$ cat src/rtl/multicycle_control_unit.sv
// Multicycle RV32I control unit: a Moore FSM that drives one datapath step per
// cycle through fetch, decode, execute, memory and writeback. Memory states wait
// on mem_ready under a bounded wait-state timeout. Unknown opcodes and timeouts
// park the FSM in a sticky FAULT state until reset.
module multicycle_control_unit #(
  parameter int unsigned ALU_CTRL_W = 3,
  parameter int unsigned WAIT_W     = 4,
  parameter int unsigned MAX_WAIT   = 10
) (
  input  logic                  clk,
  input  logic                  rst,
  input  logic [6:0]            opcode,
  input  logic [2:0]            funct3,
  input  logic [6:0]            funct7,
  input  logic                  zero,
  input  logic                  mem_ready,
  output logic [ALU_CTRL_W-1:0] alu_control,
  output logic [1:0]            alu_src_a,
  output logic [1:0]            alu_src_b,
  output logic [1:0]            result_src,
  output logic                  adr_src,
  output logic                  mem_read,
  output logic                  mem_write,
  output logic                  reg_write,
  output logic                  ir_write,
  output logic                  pc_write,
  output logic                  instr_done,
  output logic                  fault,
  output logic                  illegal
);

  localparam logic [6:0] OP_R      = 7'b0110011;
  localparam logic [6:0] OP_LOAD   = 7'b0000011;
  localparam logic [6:0] OP_IALU   = 7'b0010011;
  localparam logic [6:0] OP_STORE  = 7'b0100011;
  localparam logic [6:0] OP_BRANCH = 7'b1100011;
  localparam logic [6:0] OP_JAL    = 7'b1101111;

  localparam logic [ALU_CTRL_W-1:0] ALU_ADD = ALU_CTRL_W'(0);
  localparam logic [ALU_CTRL_W-1:0] ALU_SUB = ALU_CTRL_W'(1);
  localparam logic [ALU_CTRL_W-1:0] ALU_AND = ALU_CTRL_W'(2);
  localparam logic [ALU_CTRL_W-1:0] ALU_OR  = ALU_CTRL_W'(3);

  localparam logic [WAIT_W-1:0] LP_MAX_WAIT = WAIT_W'(MAX_WAIT);

  typedef enum logic [3:0] {
    S_FETCH,
    S_DECODE,
    S_MEMADR,
    S_MEMRD,
    S_MEMWB,
    S_MEMWR,
    S_EXEC_R,
    S_EXEC_I,
    S_ALUWB,
    S_BRANCH,
    S_JAL,
    S_FAULT
  } state_t;

  state_t                  r_state;
  logic [WAIT_W-1:0]       r_wait;
  logic                    r_fault;
  logic                    r_illegal;
  logic [ALU_CTRL_W-1:0]   w_alu_r;
  logic [ALU_CTRL_W-1:0]   w_alu_i;

  // Funct3 ALU map shared by R and I forms; only the R form honours funct7 SUB.
  always_comb begin
    w_alu_i = ALU_ADD;
    case (funct3)
      3'b111:  w_alu_i = ALU_AND;
      3'b110:  w_alu_i = ALU_OR;
      default: w_alu_i = ALU_ADD;
    endcase
    w_alu_r = w_alu_i;
    if (funct3 == 3'b000 && funct7 == 7'b0100000) w_alu_r = ALU_SUB;
  end

  // State sequencing, wait-state counter and sticky fault flags.
  // The counter returns to zero whenever a wait state is left or not occupied,
  // which gives the clear-on-entry behaviour for FETCH, MEMRD and MEMWR.
  always_ff @(posedge clk or posedge rst) begin
    if (rst) begin
      r_state   <= S_FETCH;
      r_wait    <= '0;
      r_fault   <= 1'b0;
      r_illegal <= 1'b0;
    end else begin
      r_wait <= '0;
      case (r_state)
        S_FETCH, S_MEMRD, S_MEMWR: begin
          if (mem_ready) begin
            case (r_state)
              S_FETCH: r_state <= S_DECODE;
              S_MEMRD: r_state <= S_MEMWB;
              default: r_state <= S_FETCH;
            endcase
          end else if (r_wait == LP_MAX_WAIT) begin
            r_state <= S_FAULT;
            r_fault <= 1'b1;
          end else begin
            r_wait <= r_wait + 1'b1;
          end
        end
        S_DECODE: begin
          case (opcode)
            OP_LOAD, OP_STORE: r_state <= S_MEMADR;
            OP_R:              r_state <= S_EXEC_R;
            OP_IALU:           r_state <= S_EXEC_I;
            OP_JAL:            r_state <= S_JAL;
            OP_BRANCH: begin
              if (funct3 == 3'b000 || funct3 == 3'b001) begin
                r_state <= S_BRANCH;
              end else begin
                r_state   <= S_FAULT;
                r_fault   <= 1'b1;
                r_illegal <= 1'b1;
              end
            end
            default: begin
              r_state   <= S_FAULT;
              r_fault   <= 1'b1;
              r_illegal <= 1'b1;
            end
          endcase
        end
        S_MEMADR: r_state <= (opcode == OP_STORE) ? S_MEMWR : S_MEMRD;
        S_MEMWB:  r_state <= S_FETCH;
        S_EXEC_R: r_state <= S_ALUWB;
        S_EXEC_I: r_state <= S_ALUWB;
        S_ALUWB:  r_state <= S_FETCH;
        S_BRANCH: r_state <= S_FETCH;
        S_JAL:    r_state <= S_ALUWB;
        default:  r_state <= S_FAULT;
      endcase
    end
  end

  // Moore output decode from the state register; the only mem_ready terms are
  // the FETCH IR/PC load and the MEMWR completion strobe. Reset forces all zeros.
  always_comb begin
    alu_control = ALU_ADD;
    alu_src_a   = 2'b00;
    alu_src_b   = 2'b00;
    result_src  = 2'b00;
    adr_src     = 1'b0;
    mem_read    = 1'b0;
    mem_write   = 1'b0;
    reg_write   = 1'b0;
    ir_write    = 1'b0;
    pc_write    = 1'b0;
    instr_done  = 1'b0;
    fault       = 1'b0;
    illegal     = 1'b0;
    if (!rst) begin
      fault   = r_fault;
      illegal = r_illegal;
      case (r_state)
        S_FETCH: begin
          mem_read   = 1'b1;
          alu_src_b  = 2'b10;
          result_src = 2'b10;
          ir_write   = mem_ready;
          pc_write   = mem_ready;
        end
        S_DECODE: begin
          alu_src_a = 2'b01;
          alu_src_b = 2'b01;
        end
        S_MEMADR: begin
          alu_src_a = 2'b10;
          alu_src_b = 2'b01;
        end
        S_MEMRD: begin
          mem_read = 1'b1;
          adr_src  = 1'b1;
        end
        S_MEMWB: begin
          result_src = 2'b01;
          reg_write  = 1'b1;
          instr_done = 1'b1;
        end
        S_MEMWR: begin
          mem_write  = 1'b1;
          adr_src    = 1'b1;
          instr_done = mem_ready;
        end
        S_EXEC_R: begin
          alu_src_a   = 2'b10;
          alu_control = w_alu_r;
        end
        S_EXEC_I: begin
          alu_src_b   = 2'b01;
          alu_control = w_alu_i;
        end
        S_ALUWB: begin
          reg_write  = 1'b1;
          instr_done = 1'b1;
        end
        S_BRANCH: begin
          alu_src_a   = 2'b10;
          alu_control = ALU_SUB;
          instr_done  = 1'b1;
          pc_write    = funct3[0] ? !zero : zero;
        end
        S_JAL: begin
          alu_src_a = 2'b01;
          alu_src_b = 2'b10;
          pc_write  = 1'b1;
        end
        default: begin
        end
      endcase
    end
  end

endmodule

$ cat config.mk
export PLATFORM = sky130hd
export DESIGN_NAME = multicycle_control_unit
export DESIGN_NICKNAME = d
export VERILOG_FILES = /design/src/rtl/multicycle_control_unit.sv
export SDC_FILE = /design/constraint.sdc
export NUM_CORES = 1
export LEC_CHECK = 0
export ABC_AREA = 0
export BUFFER_PORTS_ARGS = -buffer_cell sky130_fd_sc_hd__buf_2
export CAP_MARGIN = 25
export CORE_MARGIN = 2
export CORE_UTILIZATION = 40
export CTS_CLUSTER_SIZE = 8
export DETAILED_ROUTE_END_ITERATION = 7
export PLACE_DENSITY = 0.67
export SYNTH_ARGS = -nofsm -noshare
export SYNTH_HDL_FRONTEND = slang
export SYNTH_SLANG_ARGS = --single-unit
$ cat constraint.sdc
create_clock -name clk -period 2.05 [get_ports clk]
set_input_delay 0.3075 -clock clk [delete_from_list [all_inputs] [get_ports clk]]
set_output_delay 0.3075 -clock clk [all_outputs]
set_load 0.02 [all_outputs]
==> metrics.cfg <==
[placement]
portBuffers = 37
post-dp-hpwl_mm = 1.92
gp_congestion = 0.786

[global_routing]
gr-max-usage-layer = met2
grtUsageTotal = 0.186
grt_pass1_vias = 960
overflow = 0
use_met2 = 0.345
use_met3 = 0.0246
grt_pass1_wl_mm = 4.06
grtUsageMet1 = 0.215
antenna_found_initial = 0
grt_max_degree = 20

[layout]
diodes = 0
drive_above_1_share = 0.361
area_growth_pct = 26.4
finalNetCount = 190
fillers = 252
multi_input_area_um2 = 717
ff_latch_area_um2 = 253
fin_util = 0.532

[critical_path]
regToRegSetupSlack_ns = 0.51
critPathLaunchType = flop
slowest_delay_ns = 0.45
crit_type = flop to output pin
path_buf_inv = 1
crit_required_ns = 1.74
critPathSlowestCell = dfrtp_2
path_cells = nor4b_2 > nand3_1 > a211o_1 > a21oi_2 > buf_6
critPathMaxFanout = 5
arrival_ns = 1.61
crit_path_end_kind = output pin
cp_top_family = flip-flops

[detailed_routing]
detail_route.wl_per_cell_um = 12.4
vias = 1067
drtIter0Drc = 24
dr.pass1.iters = 4
finalWirelength_mm = 2.43
ant_nets = 0
vias_per_cell = 5.44
post-route-drc-count = 0

[floorplanning]
coreArea_um2 = 2450
fp-row-count = 18
fp.dieW_um = 54.8
dieArea_um2 = 3010
start_util = 0.421
pin_count = 39
die_h_um = 54.8

[logic_synthesis]
synth_area_leaders = dfrtp_1, nor2_1, o21ai_0
synthArstFlopShare = 1.00
ys_types = 47
ys_warn_count = 0
synth_edf_count = 0
syn-num-nets = 151
syn-cell-area_um2 = 1030
syn-instance-count = 128
synth_flop_cell = dfrtp_1
avgSynthCellArea_um2 = 8.07
synth-seq-area-share = 0.242
synth_top_area_share = 0.242
yosysTopAreaCell = dfrtp_1
ys_seq_elements = 10

[timing]
fin_crit_ns = 1.92
fmax_mhz = 521
rsz0062_at_grt = false
min_period_over_period = 0.936
fin_setup_tns_ns = 0
finalSetupViolations = 0
hold_viol = 0
maxSlewViolCount = 0
finalClockSkew_ns = 0.00500

[clock_network]
clock_path_buffers = 2
clk_latency_ns = 0.26
root_buffer = clkbuf_4
cts.reportedPaths.clkPinSlew_ns = 0.07
cts_htree_levels = 1
cts_buffers = 3
cts_tree = built
cts_sinks = 10

[pwr]
p_per_area_nw_per_um2 = 1220
cellLeakagePower_nw = 0.592
vdd_ir_drop_max_v = 0.000693

[outcome]
status = complete, no violations

[min_path]
hp-class = input port to async pin

[run]
cap_violations = 0

[area by class of cell]
class	instances	share of cell area
well taps	30	0.0287
inverters	5	0.0144
repair buffers	43	0.187
flip-flops and latches	10	0.193
clock buffers	4	0.0278
multi-input cells	104	0.549
[sequential cells by signal, indices dropped and copies added, names as in the netlist]
register,flops
r_fault,1
r_illegal,1
r_state,4
r_wait,4
[cell usage in the layout (no fill, tap or decap), types with 3 or more instances in the layout]
cell / instances
nand3_1: 4
buf_2: 36
xnor2_1: 3
nor3_1: 8
xor2_1: 3
nor2_1: 15
o21ai_0: 9
dfrtp_1: 8
nand2b_1: 7
inv_1: 5
buf_4: 4
clkbuf_4: 3
buf_6: 3
nand2_1: 8
a21oi_1: 4
nand3b_1: 3
nor2b_1: 3
[stage by stage]
| step | area, um^2 | setup slack [ns] | std cells | hold WS (ns) | power, mW |
|---|---|---|---|---|---|
| finish | 1310 | 0.132 | 196 | 0.179 | 1.59 |
| global route | 1310 | 0.0272 | 196 | 0.188 | 1.75 |
| CTS | 1270 | 0.00910 | 196 | 0.164 | 1.54 |
| detailed placement | 1230 | 0.306 | 192 | 0.448 | 1.36 |
| global placement | 1230 | 0.344 | 192 | 0.433 | 1.34 |
| floorplan | 1030 | 0.110 | 128 | 0.386 | 1.15 |
[per-layer routing]
layer,wire length [um],vias up
met5,0,-
met4,25,0
met3,133,4
met2,1200,31
met1,1060,498
li1,-,534
[cells in the mapped netlist, drive strengths merged (2+ instances only)]
library cell,instances
nor3,8
xor2,3
nand3,4
nand4bb,2
inv,5
a21oi,5
dfrtp,10
nand3b,3
o21ai,9
a22oi,2
nand2b,8
ha,2
nor2b,4
nor4,2
buf,8
and3,2
xnor2,3
nor4b,4
nand2,9
a2bb2oi,2
nor2,15
and2b,2
[report_power, final]
part / internal [mW] / switching [mW]
clock network: 0.108 / 0.0685
logic: 0.472 / 0.618
registers: 0.253 / 0.0708
[worst paths after layout]
path	start	end	cells after the start
min	rst	r_state[0]$_DFFE_PP0P_	3
max	r_state[0]$_DFFE_PP0P_	alu_control[0]	5
min in group clk	funct3[2]	r_illegal$_DFFE_PP0P_	3
max reg2reg	r_state[0]$_DFFE_PP0P_	r_state[2]$_DFFE_PP0P_	5
max in group asynchronous	rst	r_state[2]$_DFFE_PP0P_	3
min reg2reg	r_fault$_DFFE_PP0P_	r_fault$_DFFE_PP0P_	1
[worst min-delay path, cell delays in order]
cell   delay, ns
buf_2       0.18
inv_1       0.11
buf_4       0.20
[repair_timing]
item	4_1_cts	5_1_grt
buffers inserted	0	0
gates resized for setup	0	10
endpoints found under the setup margin	0	2
hold buffers	0	0
[cells by family after synthesis]
group | Yosys count | synth area share
buffers and inverters | 14 | 0.0835
xor gates and xnor gates | 6 | 0.0509
and+or+nand+nor | 66 | 0.395
AOI/OAI and AO/OA | 29 | 0.201
other | 1 | 0.00363
adders and majority gates | 2 | 0.0242
DFF | 10 | 0.242
Note: power is estimated with default switching activity, not from simulation.
